--- config.mk ---
export PLATFORM = sky130hd
export DESIGN_NAME = cic_interp_iq_flat
export DESIGN_NICKNAME = d
export VERILOG_FILES = /design/src/rtl/cic_pkg.sv /design/src/rtl/cic_interp_iq_if.sv /design/src/rtl/cic_interp_lane.sv /design/src/rtl/cic_interp_iq.sv /design/src/flat_wrapper.sv
export SDC_FILE = /design/constraint.sdc
export NUM_CORES = 1
export LEC_CHECK = 0
export CAP_MARGIN = 20
export CORE_MARGIN = 4
export CORE_UTILIZATION = 51
export DETAILED_ROUTE_END_ITERATION = 8
export GPL_TIMING_DRIVEN = 0
export PLACE_DENSITY = 0.69
export RECOVER_POWER = 100
export REMOVE_ABC_BUFFERS = 1
export SYNTH_ARGS = -nofsm -noshare
export SYNTH_HDL_FRONTEND = slang
export SYNTH_SLANG_ARGS = --single-unit
export TNS_END_PERCENT = 10
--- constraint.sdc ---
create_clock -name clk_i -period 10.2 [get_ports clk_i]
set_clock_uncertainty 0.1 [all_clocks]
set_input_delay 2.04 -clock clk_i [delete_from_list [all_inputs] [get_ports clk_i]]
set_output_delay 2.04 -clock clk_i [all_outputs]
set_load 0.03 [all_outputs]
--- src/rtl/cic_pkg.sv ---
// Shared CIC helpers (used by both the interpolator and the decimator).
//  cic_growth  : register bit growth for an R/N CIC, interpolating or decimating
//  iq_lane_w   : width of one real lane inside a packed I/Q word
//  iq_im_lsb   : LSB index of the imaginary lane (real lane sits at bit 0)
package cic_pkg;

  localparam int NUM_LANES = 2;  // lane 0 = real, lane 1 = imag

  // Interpolator only needs (N-1)*log2(R): zero stuffing removes one factor of R
  // from the R^N integrator gain. The decimator keeps the full N*log2(R).
  function automatic int cic_growth(int r, int n, bit is_interp);
    int lr;
    lr = $clog2(r);
    return is_interp ? (n - 1) * lr : n * lr;
  endfunction

  function automatic int iq_lane_w(int dw);
    return dw / 2;
  endfunction

  function automatic int iq_im_lsb(int dw);
    return dw / 2;
  endfunction

endpackage

--- src/rtl/cic_interp_iq_if.sv ---
// AXI-stream style channel (tdata/tvalid/tready) for packed I/Q samples.
//  master : drives tdata/tvalid, receives tready
//  slave  : receives tdata/tvalid, drives tready
interface cic_interp_iq_if #(
  parameter int DW = 32
);
  logic [DW-1:0] tdata;
  logic          tvalid;
  logic          tready;

  modport master (output tdata, output tvalid, input tready);
  modport slave  (input tdata, input tvalid, output tready);
endinterface

--- src/rtl/cic_interp_lane.sv ---
// One real lane of the CIC interpolator.
//  Comb chain runs at input rate (delays update only on accept), followed by
//  zero stuffing and a pipelined integrator chain at output rate (updates on step).
// Ports:
//  clk_i, reset_i : clock, synchronous active-high reset
//  i_accept       : input sample consumed this cycle (comb delays advance)
//  i_step         : output-rate step (integrators advance)
//  i_phase0       : step is at phase 0 -> feed comb output, else feed zero
//  i_x            : signed input lane sample
//  o_y            : MSB-truncated output of the last integrator
module cic_interp_lane #(
  parameter int LANE_DW = 16,
  parameter int REG_DW  = 18,
  parameter int OUT_LW  = 18,
  parameter int CIC_N   = 3
) (
  input  logic               clk_i,
  input  logic               reset_i,
  input  logic               i_accept,
  input  logic               i_step,
  input  logic               i_phase0,
  input  logic [LANE_DW-1:0] i_x,
  output logic [OUT_LW-1:0]  o_y
);

  logic [REG_DW-1:0] w_x;
  logic [REG_DW-1:0] w_u;

  assign w_x = REG_DW'($signed(i_x));

  // Comb stages: c_k = c_{k-1} - d_k, d_k holds the previous accepted c_{k-1}.
  for (genvar k = 0; k < CIC_N; k++) begin : g_comb
    logic [REG_DW-1:0] w_in;
    logic [REG_DW-1:0] w_out;
    logic [REG_DW-1:0] r_d;

    if (k == 0) begin : g_first
      assign w_in = w_x;
    end else begin : g_next
      assign w_in = g_comb[k-1].w_out;
    end

    assign w_out = w_in - r_d;

    always_ff @(posedge clk_i) begin
      if (reset_i)       r_d <= '0;
      else if (i_accept) r_d <= w_in;
    end
  end

  // Zero stuffing: only the phase-0 step carries the new comb value.
  assign w_u = i_phase0 ? g_comb[CIC_N-1].w_out : '0;

  // Integrators are registered stage to stage, so each adds one step of latency.
  // Arithmetic wraps modulo 2^REG_DW by design.
  for (genvar k = 0; k < CIC_N; k++) begin : g_int
    logic [REG_DW-1:0] w_add;
    logic [REG_DW-1:0] r_acc;

    if (k == 0) begin : g_first
      assign w_add = w_u;
    end else begin : g_next
      assign w_add = g_int[k-1].r_acc;
    end

    always_ff @(posedge clk_i) begin
      if (reset_i)     r_acc <= '0;
      else if (i_step) r_acc <= r_acc + w_add;
    end
  end

  assign o_y = g_int[CIC_N-1].r_acc[REG_DW-1 -: OUT_LW];

endmodule

--- src/rtl/cic_interp_iq.sv ---
// Complex CIC interpolator: upsamples packed I/Q by CIC_R with CIC_N comb and
// CIC_N integrator stages (differential delay 1). Full AXI-stream backpressure.
// Ports:
//  clk_i      : clock
//  reset_i    : synchronous active-high reset
//  s_axis_in  : input I/Q stream (slave), {imag, real} signed lanes
//  m_axis_out : output I/Q stream (master), same packing, OUT_DW wide
module cic_interp_iq
  import cic_pkg::*;
#(
  parameter int IN_DW  = 32,
  parameter int OUT_DW = 36,
  parameter int CIC_R  = 2,
  parameter int CIC_N  = 3
) (
  input  logic             clk_i,
  input  logic             reset_i,
  cic_interp_iq_if.slave   s_axis_in,
  cic_interp_iq_if.master  m_axis_out
);

  localparam int LANE_DW = iq_lane_w(IN_DW);
  localparam int GROWTH  = cic_growth(CIC_R, CIC_N, 1'b1);
  localparam int REG_DW  = LANE_DW + GROWTH;
  localparam int OUT_LW  = iq_lane_w(OUT_DW);
  localparam int PH_W    = $clog2(CIC_R);

  logic [PH_W-1:0] r_phase;
  logic            r_m_valid;
  logic            w_ph0;
  logic            w_adv;
  logic            w_step;
  logic            w_accept;
  logic [NUM_LANES-1:0][OUT_LW-1:0] w_lane_out;

  assign w_ph0 = (r_phase == '0);
  // Output slot is free when empty or being drained this cycle.
  assign w_adv = !r_m_valid | m_axis_out.tready;
  // At phase 0 a step needs a new sample; otherwise zero-stuffed steps run freely.
  assign w_step   = (!w_ph0 | s_axis_in.tvalid) & w_adv & !reset_i;
  assign w_accept = w_step & w_ph0;

  assign s_axis_in.tready = w_ph0 & w_adv & !reset_i;

  // CIC_R is a power of two, so the counter wraps naturally.
  always_ff @(posedge clk_i) begin
    if (reset_i) begin
      r_phase   <= '0;
      r_m_valid <= 1'b0;
    end else if (w_step) begin
      r_phase   <= r_phase + 1'b1;
      r_m_valid <= 1'b1;
    end else if (m_axis_out.tready) begin
      r_m_valid <= 1'b0;
    end
  end

  for (genvar l = 0; l < NUM_LANES; l++) begin : g_lane
    cic_interp_lane #(
      .LANE_DW (LANE_DW),
      .REG_DW  (REG_DW),
      .OUT_LW  (OUT_LW),
      .CIC_N   (CIC_N)
    ) u_lane (
      .clk_i    (clk_i),
      .reset_i  (reset_i),
      .i_accept (w_accept),
      .i_step   (w_step),
      .i_phase0 (w_ph0),
      .i_x      (s_axis_in.tdata[l*iq_im_lsb(IN_DW) +: LANE_DW]),
      .o_y      (w_lane_out[l])
    );
  end

  assign m_axis_out.tdata  = w_lane_out;
  assign m_axis_out.tvalid = r_m_valid;

endmodule

--- src/flat_wrapper.sv ---
// flat-port wrapper written by rule: the top's interface ports become plain ports
module cic_interp_iq_flat import cic_pkg::*;
#(
  parameter int IN_DW  = 32,
  parameter int OUT_DW = 36,
  parameter int CIC_R  = 2,
  parameter int CIC_N  = 3
)
  (clk_i, reset_i, s_axis_in_tdata, s_axis_in_tvalid, s_axis_in_tready, m_axis_out_tdata, m_axis_out_tvalid, m_axis_out_tready);
  cic_interp_iq_if #(.DW(IN_DW)) s_axis_in_i ();
  cic_interp_iq_if #(.DW(OUT_DW)) m_axis_out_i ();
  input  logic clk_i;
  input  logic reset_i;
  input wire logic [$bits(s_axis_in_i.tdata)-1:0] s_axis_in_tdata;
  input wire logic [$bits(s_axis_in_i.tvalid)-1:0] s_axis_in_tvalid;
  output wire logic [$bits(s_axis_in_i.tready)-1:0] s_axis_in_tready;
  output wire logic [$bits(m_axis_out_i.tdata)-1:0] m_axis_out_tdata;
  output wire logic [$bits(m_axis_out_i.tvalid)-1:0] m_axis_out_tvalid;
  input wire logic [$bits(m_axis_out_i.tready)-1:0] m_axis_out_tready;
  assign s_axis_in_i.tdata = s_axis_in_tdata;
  assign s_axis_in_i.tvalid = s_axis_in_tvalid;
  assign s_axis_in_tready = s_axis_in_i.tready;
  assign m_axis_out_tdata = m_axis_out_i.tdata;
  assign m_axis_out_tvalid = m_axis_out_i.tvalid;
  assign m_axis_out_i.tready = m_axis_out_tready;
  cic_interp_iq #(.IN_DW(IN_DW), .OUT_DW(OUT_DW), .CIC_R(CIC_R), .CIC_N(CIC_N)) u_core (.clk_i(clk_i), .reset_i(reset_i), .s_axis_in(s_axis_in_i), .m_axis_out(m_axis_out_i));
endmodule
Word level (Yosys, flattened, before mapping) --
Index checks and enable logic that the tools add are counted.
Storage, ports and cells: flip-flop bits (word level) 214, logic and storage cells 42
Operators by class: $add $sub $neg 13, multiplexer cells 4, bitwise gates (word level) 8, reduce and logical (&&, ||, !) cells 3
Operators by type and width (count):
- adder 18 bit | 6
- subtractor 18 bit | 4
- 2-to-1 mux 18 bit | 2
- subtractor 16 x 16 -> 17 bit | 2
- AND 1 bit | 5
- zero test 1 bit | 2
- 2-to-1 mux 1 bit | 2
- bitwise OR 1 bit | 2
- nonzero test 2 bit | 1
- adder 1 bit (second input constant) | 1
- inverter 1 bit | 1

Depth between registers and ports, before layout --
Gate-level depths: netlist (run 1).
word-level depth 5, depth in mapped cells 33

Modules after synthesis --
From an unflattened synthesis (run 1), not the netlist that was laid out.
Second synthesis, totals: cell total of the unflattened synthesis 2073, area, all modules 16846.2 um^2
Modules (own cells, without submodules):
- cic_interp_lane at u_core.g_lane[0].u_lane | times used 1, cells an instance 1026, area an instance 8369.3 um^2
- cic_interp_lane at u_core.g_lane[1].u_lane | times used 1, cells an instance 1034, area an instance 8359.3 um^2
- cic_interp_iq | times used 1, cells an instance 13, area an instance 117.6 um^2

Least setup slack after synthesis (run 1) --
OpenSTA, ideal clock, no wires.
path kind input to register, start point in s_axis_in_tdata[16], end point reg u_core.g_lane[1].u_lane.g_int[0].r_acc[17], data arrival time 7594 ps, setup slack 2436 ps, stages on the path 32, path buffers 0, cell sequence inv_1 ha_1 fa_1 nor2b_1 o21ai_0 a21boi_0 o21a_1 nor2_1 xnor2_1 ha_1 or3_1 o21ai_0 o21bai_1 a211oi_1 nor2_1 ha_1 and3_1 a21oi_1 o21ai_0 nor2_1 xor2_1 nor2_1 ha_1 a21o_1 a21o_1 a21oi_1 o21ai_0 a41o_1 o41ai_1 xnor2_1 or3_1 a21oi_1
On the way: word-level cells in the longest chain between the ends 5
RTL lines:
- start, declared | RTL line flat_wrapper.sv:14 | input wire logic [$bits(s_axis_in_i.tdata)-1:0] s_axis_in_tdata;
- subtractor 16 x 16 -> 17 bit | RTL line cic_interp_lane.sv:43 | assign w_out = w_in - r_d;
- via u_core.g_lane[1].u_lane.g_comb[0].w_out[6] | RTL line cic_interp_lane.sv:34 | logic [REG_DW-1:0] w_out;
- subtractor 18 bit | RTL line cic_interp_lane.sv:43
- via u_core.g_lane[1].u_lane.g_comb[1].w_out[9] | RTL line cic_interp_lane.sv:34
- subtractor 18 bit | RTL line cic_interp_lane.sv:43
- 2-to-1 mux 18 bit | RTL line cic_interp_lane.sv:52 | assign w_u = i_phase0 ? g_comb[CIC_N-1].w_out : '0;
- adder 18 bit | RTL line cic_interp_lane.sv:68 | else if (i_step) r_acc <= r_acc + w_add;
- end signal, assigned | RTL line cic_interp_lane.sv:68
- end, declared | RTL line cic_interp_lane.sv:58 | logic [REG_DW-1:0] r_acc;
The timed path passes the listed nets, and every way through them passes these cells. A chain may end at the register's enable or synchronous reset.

Worst setup path after layout (run 1) --
start point in s_axis_in_tdata[0], end point reg u_core.g_lane[0].u_lane.g_int[0].r_acc[17]
On the way: word-level cells in the longest chain between the ends 5
RTL lines (RTL line):
- subtractor 16 x 16 -> 17 bit | cic_interp_lane.sv:43
- via u_core.g_lane[0].u_lane.g_comb[0].w_out[6] | cic_interp_lane.sv:34
- subtractor 18 bit | cic_interp_lane.sv:43
- via u_core.g_lane[0].u_lane.g_comb[1].w_out[8] | cic_interp_lane.sv:34
- subtractor 18 bit | cic_interp_lane.sv:43
- 2-to-1 mux 18 bit | cic_interp_lane.sv:52
- adder 18 bit | cic_interp_lane.sv:68
- end signal, assigned | cic_interp_lane.sv:68
- end, declared | cic_interp_lane.sv:58
The timed path passes the listed nets, and every way through them passes these cells.

==> flow_metrics.env, run 1 <==
export IMPL_yosys_area_top_type_share=0.2629
export IMPL_synth_adder_area_share=0.1714
export IMPL_rows=64
export IMPL_timing_rr_start="u_core.g_lane[0].u_lane.g_comb[0].r_d[0]$_SDFFE_PP0P_"
export IMPL_cellLeakagePower_nw=7.651
export IMPL_yosys_warnings=0
export IMPL_status="complete, but fails checks"
export IMPL_yosysTopAreaCell="dfxtp_1"
export IMPL_die_area_um2=34570
export IMPL_power_density_nw_per_um2=277.0
export IMPL_vdd_ir_drop_max_uv=143.1
export IMPL_violations="capacitance limit, slew limit"
export IMPL_route_met3_wl_um=1028
export IMPL_top_layer_used="met5"
export IMPL_hold_violations=0
export IMPL_total_power_mw=4.992
export IMPL_cp_required_ns=10.41
export IMPL_hold_depth=2
export IMPL_min_from="u_core.g_lane[0].u_lane.g_comb[2].r_d[7]$_SDFFE_PP0P_"
export IMPL_drtIter0Drc=564
export IMPL_cts_setup_buffers=0
export IMPL_cts_max_path_buffers=3
export IMPL_routed_wl_um=32750
export IMPL_hp_class="flip-flop to flip-flop"
export IMPL_drv_cap=6
export IMPL_io_buffers=73
export IMPL_cts_root_buf="clkbuf_16"
export IMPL_r2r_slack_ns=3.32
export IMPL_clk_latency_ns=0.53
export IMPL_synth_main_ff_cell="dfxtp_1"
export IMPL_synthArstFlopShare=0
export IMPL_synth_edf_count=0
export IMPL_cts_buffers=27
export IMPL_crit_path_end_kind="flip-flop"
export IMPL_dr_pass1_iters=5
export IMPL_r2r_cells=29
export IMPL_cp_data_arrival_time_ns=8.92
export IMPL_rsz0062_at_grt="false"
export IMPL_critical_path_class="primary input to flip-flop"
export IMPL_grt_max_degree=106
export IMPL_yosys_area_share_simple=0.1985
export IMPL_synth_distinct_cells=74
export IMPL_num_nets_final=2384
export IMPL_start_util=0.5223
export IMPL_synth_xor_area_share=0.07541
export IMPL_grt_pass1_wl_um=58070
export IMPL_relSlewSlack=-1.354
export IMPL_synth_top_family_by_area="compound AO/OA/AOI/OAI gates"
export IMPL_synth_compound_area_frac=0.2251
export IMPL_worst_pin_slew_ns=3.531
export IMPL_layout_common_cells="nand2_1 (253), dfxtp_1 (211), ha_1 (202)"
export IMPL_cpMaxStageDelayCell="dlygate4sd3_1"
export IMPL_dieHeight_um=185.9
export IMPL_synth_seq_cells=212
export IMPL_post_route_cell_area_um2=18020
export IMPL_grt_usage=0.1898
export IMPL_min_period_ns=8.704
export IMPL_design_core_area_um2=30910
export IMPL_antenna_found_initial=1
export IMPL_ios=74
export IMPL_die_x_um=185.9
export IMPL_drv_slew=390
export IMPL_drive_gt1_frac=0.03994
export IMPL_diodes=0
export IMPL_setup_viol=0
export IMPL_fin_crit_sh=0.8533
export IMPL_cts_tree="built"
export IMPL_syn_instance_count=2100
export IMPL_dr_wl_met2_um=14300
export IMPL_grt_ovfl_total=0
export IMPL_h_tree_depth=1
export IMPL_vias=13832
export IMPL_via_per_inst=5.426
export IMPL_syn_area_per_cell_um2=7.688
export IMPL_synthMuxAreaShare=0.007905
export IMPL_holdPathEnd="u_core.g_lane[0].u_lane.g_comb[2].r_d[7]$_SDFFE_PP0P_"
export IMPL_grt_pass1_vias=13069
export IMPL_ant_nets=0
export IMPL_place_area_um2=17260
export IMPL_clk_pin_slew_ns=0.06
export IMPL_r2r_end="u_core.g_lane[0].u_lane.g_int[0].r_acc[17]$_SDFFE_PP0P_"
export IMPL_yosys_top_cells_area="dfxtp_1 (26%), ha_1 (16%), nand2_1 (5.9%)"
export IMPL_critical_path_max_stage_delay_ns=0.56
export IMPL_layout_commonest_cell="nand2_1"
export IMPL_cts_resized=0
export IMPL_crit_path_frequent_cell="ha_1"
export IMPL_wl_met1_um=16780
export IMPL_critPathMaxFanout=6
export IMPL_place_congestion=0.8324
export IMPL_clock_sinks=212
export IMPL_synth_area_um2=16140
export IMPL_hold_buffers=0
export IMPL_max_freq_mhz=114.9
export IMPL_wl_per_cell_um=12.85
export IMPL_drcViolationCount=0
export IMPL_yosysSeqAreaShare=0.2629
export IMPL_start_kind="primary input"
export IMPL_hpwlAfterDp_um=24290
export IMPL_syn2layout_area_growth_pct=11.63
export IMPL_cp_startpoint="s_axis_in_tdata[0]"
per-stage QoR:
step	setup WS, ns	setup TNS [ns]	cells	hold slack, ns	utilization
after floorplan	0.6722	0	2025	0.3303	-
after global placement	-8.156	-812.74	2494	0.3413	0.5529
after detailed placement	1.212	0	2501	0.3470	0.5585
after CTS	1.774	0	2549	0.3542	0.5876
after global routing	0.8048	0	2549	0.3675	0.5831
final	1.496	0	2549	0.3512	0.5831
layer usage:
layer | track usage | vias up
met5 | 0 | -
met4 | 0.03818 | 2
met3 | 0.02247 | 43
met2 | 0.3222 | 167
met1 | 0.2615 | 6150
li1 | - | 7470
state kept, by name (all words and copies together) (netlist names):
| register | count |
|---|---|
| u_core.r_phase | 1 |
| u_core.g_lane.u_lane.g_int.r_acc | 72 |
| u_core.m_axis_out.tvalid | 1 |
| u_core.g_lane.u_lane.g_comb.r_d | 102 |
| u_core.g_lane.u_lane.o_y | 36 |
worst max-delay path by stage:
stage	depth (start not counted)	slack [ns]	end
after CTS	31	1.77	u_core.g_lane[0].u_lane.g_int[0].r_acc[17]$_SDFFE_PP0P_
after global placement	5	-8.16	u_core.g_lane[1].u_lane.g_comb[1].r_d[16]$_SDFFE_PP0P_
final	31	1.50	u_core.g_lane[0].u_lane.g_int[0].r_acc[17]$_SDFFE_PP0P_
after global routing	31	0.80	u_core.g_lane[0].u_lane.g_int[0].r_acc[17]$_SDFFE_PP0P_
after floorplan	5	0.67	u_core.g_lane[0].u_lane.g_comb[1].r_d[16]$_SDFFE_PP0P_
after detailed placement	31	1.21	u_core.g_lane[0].u_lane.g_int[0].r_acc[17]$_SDFFE_PP0P_
cell type report:
class,instances,area [um^2]
clock buffer,42,862.1
clock inverter,6,36.28
tap,396,495.5
sequential,212,4245
fill,2878,12890
multi-input combinational,1635,10930
timing repair buffer,80,778.2
inverter,178,673.1
report_power, final:
group          internal, mW  switching (mW)
combinational          1.29            1.62
sequential            0.998           0.137
clock                 0.575           0.364
Yosys cell counts (all sizes together), types with 3 or more instances:
cell and count:
a211o 6, a211oi 25, a21boi 17, a21o 47, a21oi 182, a311oi 7, a31o 8, a31oi 24
a41o 3, and2 13, and3 18, and4 5, buf 15, clkbuf 60, dfxtp 212, fa 12
ha 202, inv 177, mux2 6, mux2i 6, nand2 253, nand2b 20, nand3 120, nand3b 6
nand4 6, nor2 123, nor2b 24, nor3 48, nor3b 6, nor4 5, o2111ai 3, o211ai 6
o21a 20, o21ai 161, o21bai 11, o22a 3, o311a 5, o311ai 6, o31a 8, o31ai 21
o41ai 5, or2 15, or3 16, xnor2 79, xor2 60
critical path, delay by kind of cell:
kind | cells | cell delay [ns]
AOI/OAI and AO/OA | 12 | 2.91
adders and majority gates | 5 | 1.65
and+or+nand+nor | 9 | 1.11
buffers and inverters | 2 | 0.61
xor gates and xnor gates | 3 | 0.60
kinds of logic after synthesis:
group,after synthesis
compound gates,582
xor+xnor,139
fa+ha+maj,214
buf+inv,253
flops,212
mux,12
simple gates,688
No activity file was read; power rests on OpenSTA's default activity.
==> run 2, diff against run 1 <==
--- a/config.mk
+++ b/config.mk
@@ -5,7 +5,6 @@
 export SDC_FILE = /design/constraint.sdc
 export NUM_CORES = 1
 export LEC_CHECK = 0
-export CAP_MARGIN = 20
 export CORE_MARGIN = 4
 export CORE_UTILIZATION = 51
 export DETAILED_ROUTE_END_ITERATION = 8
==> run 2 against run 1 <==
  * The flow still finishes with violations (capacitance limit, slew limit)
  * Routed wire length rose by 0.53%
  * Highest routed layer unchanged
  * Worst hold slack barely moved
  * Register-to-register slack got worse by 0.02 ns
  * Final cell count barely moved
  * Combinational power barely moved
==> flow_metrics.env, run 2 (synthesized netlist as in run 1, its figures left out) <==
export IMPL_grt_pass1_vias=13167
export IMPL_place_congestion=0.8324
export IMPL_critPathMaxFanout=6
export IMPL_max_freq_mhz=114.8
export IMPL_rsz0062_at_grt="false"
export IMPL_fin_crit_sh=0.8542
export IMPL_crit_path_end_kind="flip-flop"
export IMPL_grt_ovfl_total=0
export IMPL_ant_nets=0
export IMPL_cpMaxStageDelayCell="dlygate4sd3_1"
export IMPL_layout_commonest_cell="nand2_1"
export IMPL_hpwlAfterDp_um=24330
export IMPL_h_tree_depth=1
export IMPL_dr_pass1_iters=5
export IMPL_stdcell_count=2551
export IMPL_min_period_ns=8.713
export IMPL_place_inst=2501
export IMPL_crit_path_frequent_cell="ha_1"
export IMPL_violations="capacitance limit, slew limit"
export IMPL_register_area_um2=4245
export IMPL_total_power_mw=5.046
export IMPL_vdd_ir_drop_max_uv=183.6
export IMPL_rows=64
export IMPL_min_from="u_core.g_lane[0].u_lane.g_comb[2].r_d[7]$_SDFFE_PP0P_"
export IMPL_vias=13829
export IMPL_hold_buffers=0
export IMPL_cp_startpoint="s_axis_in_tdata[0]"
export IMPL_critical_path_max_stage_delay_ns=0.55
export IMPL_r2r_slack_ns=3.30
export IMPL_cellLeakagePower_nw=7.674
export IMPL_cp_required_ns=10.42
export IMPL_wl_per_cell_um=12.91
export IMPL_start_kind="primary input"
export IMPL_relSlewSlack=-1.336
export IMPL_diodes=0
export IMPL_drive_gt1_frac=0.04130
export IMPL_cts_root_buf="clkbuf_16"
export IMPL_multi_input_area_um2=10940
export IMPL_routed_wl_um=32920
export IMPL_grt_max_degree=106
export IMPL_timing_rr_start="u_core.g_lane[0].u_lane.g_comb[0].r_d[0]$_SDFFE_PP0P_"
export IMPL_power_density_nw_per_um2=279.3
export IMPL_cp_data_arrival_time_ns=8.93
export IMPL_antenna_found_initial=1
export IMPL_num_nets_final=2384
export IMPL_critical_path_class="primary input to flip-flop"
export IMPL_final_core_util=0.5845
export IMPL_ios=74
export IMPL_die_area_um2=34570
export IMPL_cts_tree="built"
export IMPL_clk_latency_ns=0.53
export IMPL_grt_pass1_wl_um=58260
export IMPL_dieHeight_um=185.9
export IMPL_worst_pin_slew_ns=3.504
export IMPL_drtIter0Drc=506
export IMPL_largest_register="u_core.g_lane.u_lane.g_comb.r_d"
export IMPL_design_core_area_um2=30910
export IMPL_drv_slew=390
export IMPL_largest_reg_flops=102
export IMPL_grt_usage=0.1895
export IMPL_status="complete, but fails checks"
export IMPL_io_buffers=73
export IMPL_die_x_um=185.9
export IMPL_syn2layout_area_growth_pct=11.90
export IMPL_start_util=0.5223
export IMPL_clk_pin_slew_ns=0.06
export IMPL_final_setup_tns_ns=0
export IMPL_cts_max_path_buffers=3
export IMPL_hold_violations=0
export IMPL_drcViolationCount=0
export IMPL_layout_common_cells="nand2_1 (253), dfxtp_1 (211), ha_1 (202)"
export IMPL_via_per_inst=5.421
export IMPL_cts_setup_buffers=0
export IMPL_clock_sinks=212
export IMPL_cts_buffers=27
export IMPL_drv_cap=6
export IMPL_setup_viol=0
export IMPL_hp_class="flip-flop to flip-flop"
export IMPL_fillCellCount=2853
export IMPL_cts_resized=0
## run 2: cell type report
cell class / instances / area share
Sequential cell: 212 / 0.2350
Clock inverter: 14 / 0.008588
Inverter: 178 / 0.03726
Multi-Input combinational cell: 1635 / 0.6055
Tap cell: 396 / 0.02743
Clock buffer: 36 / 0.04315
Timing Repair Buffer: 80 / 0.04308
## run 2: worst paths after layout
path,cells after the start,to
worst max-delay path,31,u_core.g_lane[0].u_lane.g_int[0].r_acc[17]$_SDFFE_PP0P_
worst min-delay path,2,u_core.g_lane[0].u_lane.g_comb[2].r_d[7]$_SDFFE_PP0P_
worst max register to register,29,u_core.g_lane[0].u_lane.g_int[0].r_acc[17]$_SDFFE_PP0P_
worst min register to register,2,u_core.g_lane[0].u_lane.g_comb[2].r_d[7]$_SDFFE_PP0P_
## run 2: stage by stage
stage | hold slack (ns) | cell area, um^2 | setup WS (ns)
CTS | 0.3543 | 18200 | 1.818
finish | 0.3516 | 18070 | 1.487
floorplan | 0.3303 | 15860 | 0.6722
detailed placement | 0.3463 | 17260 | 1.261
global placement | 0.3413 | 17090 | -8.156
global route | 0.3667 | 18070 | 0.8737
## run 2: where the power goes
part / internal [mW] / switching, mW
combinational: 1.30 / 1.63
clock: 0.611 / 0.370
sequential: 0.998 / 0.137
total: 2.91 / 2.14
## run 2: layer usage
layer / track usage / wire, um / part of all wire / vias to the layer above
met5: 0 / 20 / 0.00061 / -
met4: 0.03760 / 498 / 0.015 / 2
met3: 0.02286 / 1105 / 0.034 / 35
met2: 0.3256 / 14550 / 0.44 / 160
met1: 0.2579 / 16740 / 0.51 / 6143
li1: - / - / - / 7489
## run 2: worst max-delay path, delay by kind of cell
family | cells | cell delay, ns
buffers and inverters | 2 | 0.60
AND/OR/NAND/NOR | 9 | 1.12
AO/OA/AOI/OAI | 12 | 2.89
adder cells (fa/ha/maj) | 5 | 1.66
XOR/XNOR | 3 | 0.60
==> run 3, diff against run 2 <==
==> constraint.sdc (replaced) <==
create_clock -name clk_i -period 10.74 [get_ports clk_i]
set_clock_uncertainty 0.1 [all_clocks]
set_input_delay 2.148 -clock clk_i [delete_from_list [all_inputs] [get_ports clk_i]]
set_output_delay 2.148 -clock clk_i [all_outputs]
set_load 0.03 [all_outputs]
==> results of run 3 <==
The final DEF is identical to that of run 2. Status: complete, but fails checks: capacitance limit, slew limit.
Main changes from that run: setup slack after placement 1.261 ns -> 1.693 ns; setup slack after layout 1.487 ns -> 1.919 ns; register-to-register setup slack 3.30 ns -> 3.84 ns; total power 5.046 mW -> 4.792 mW; worst IR drop on VDD 183.6 uV -> 174.4 uV
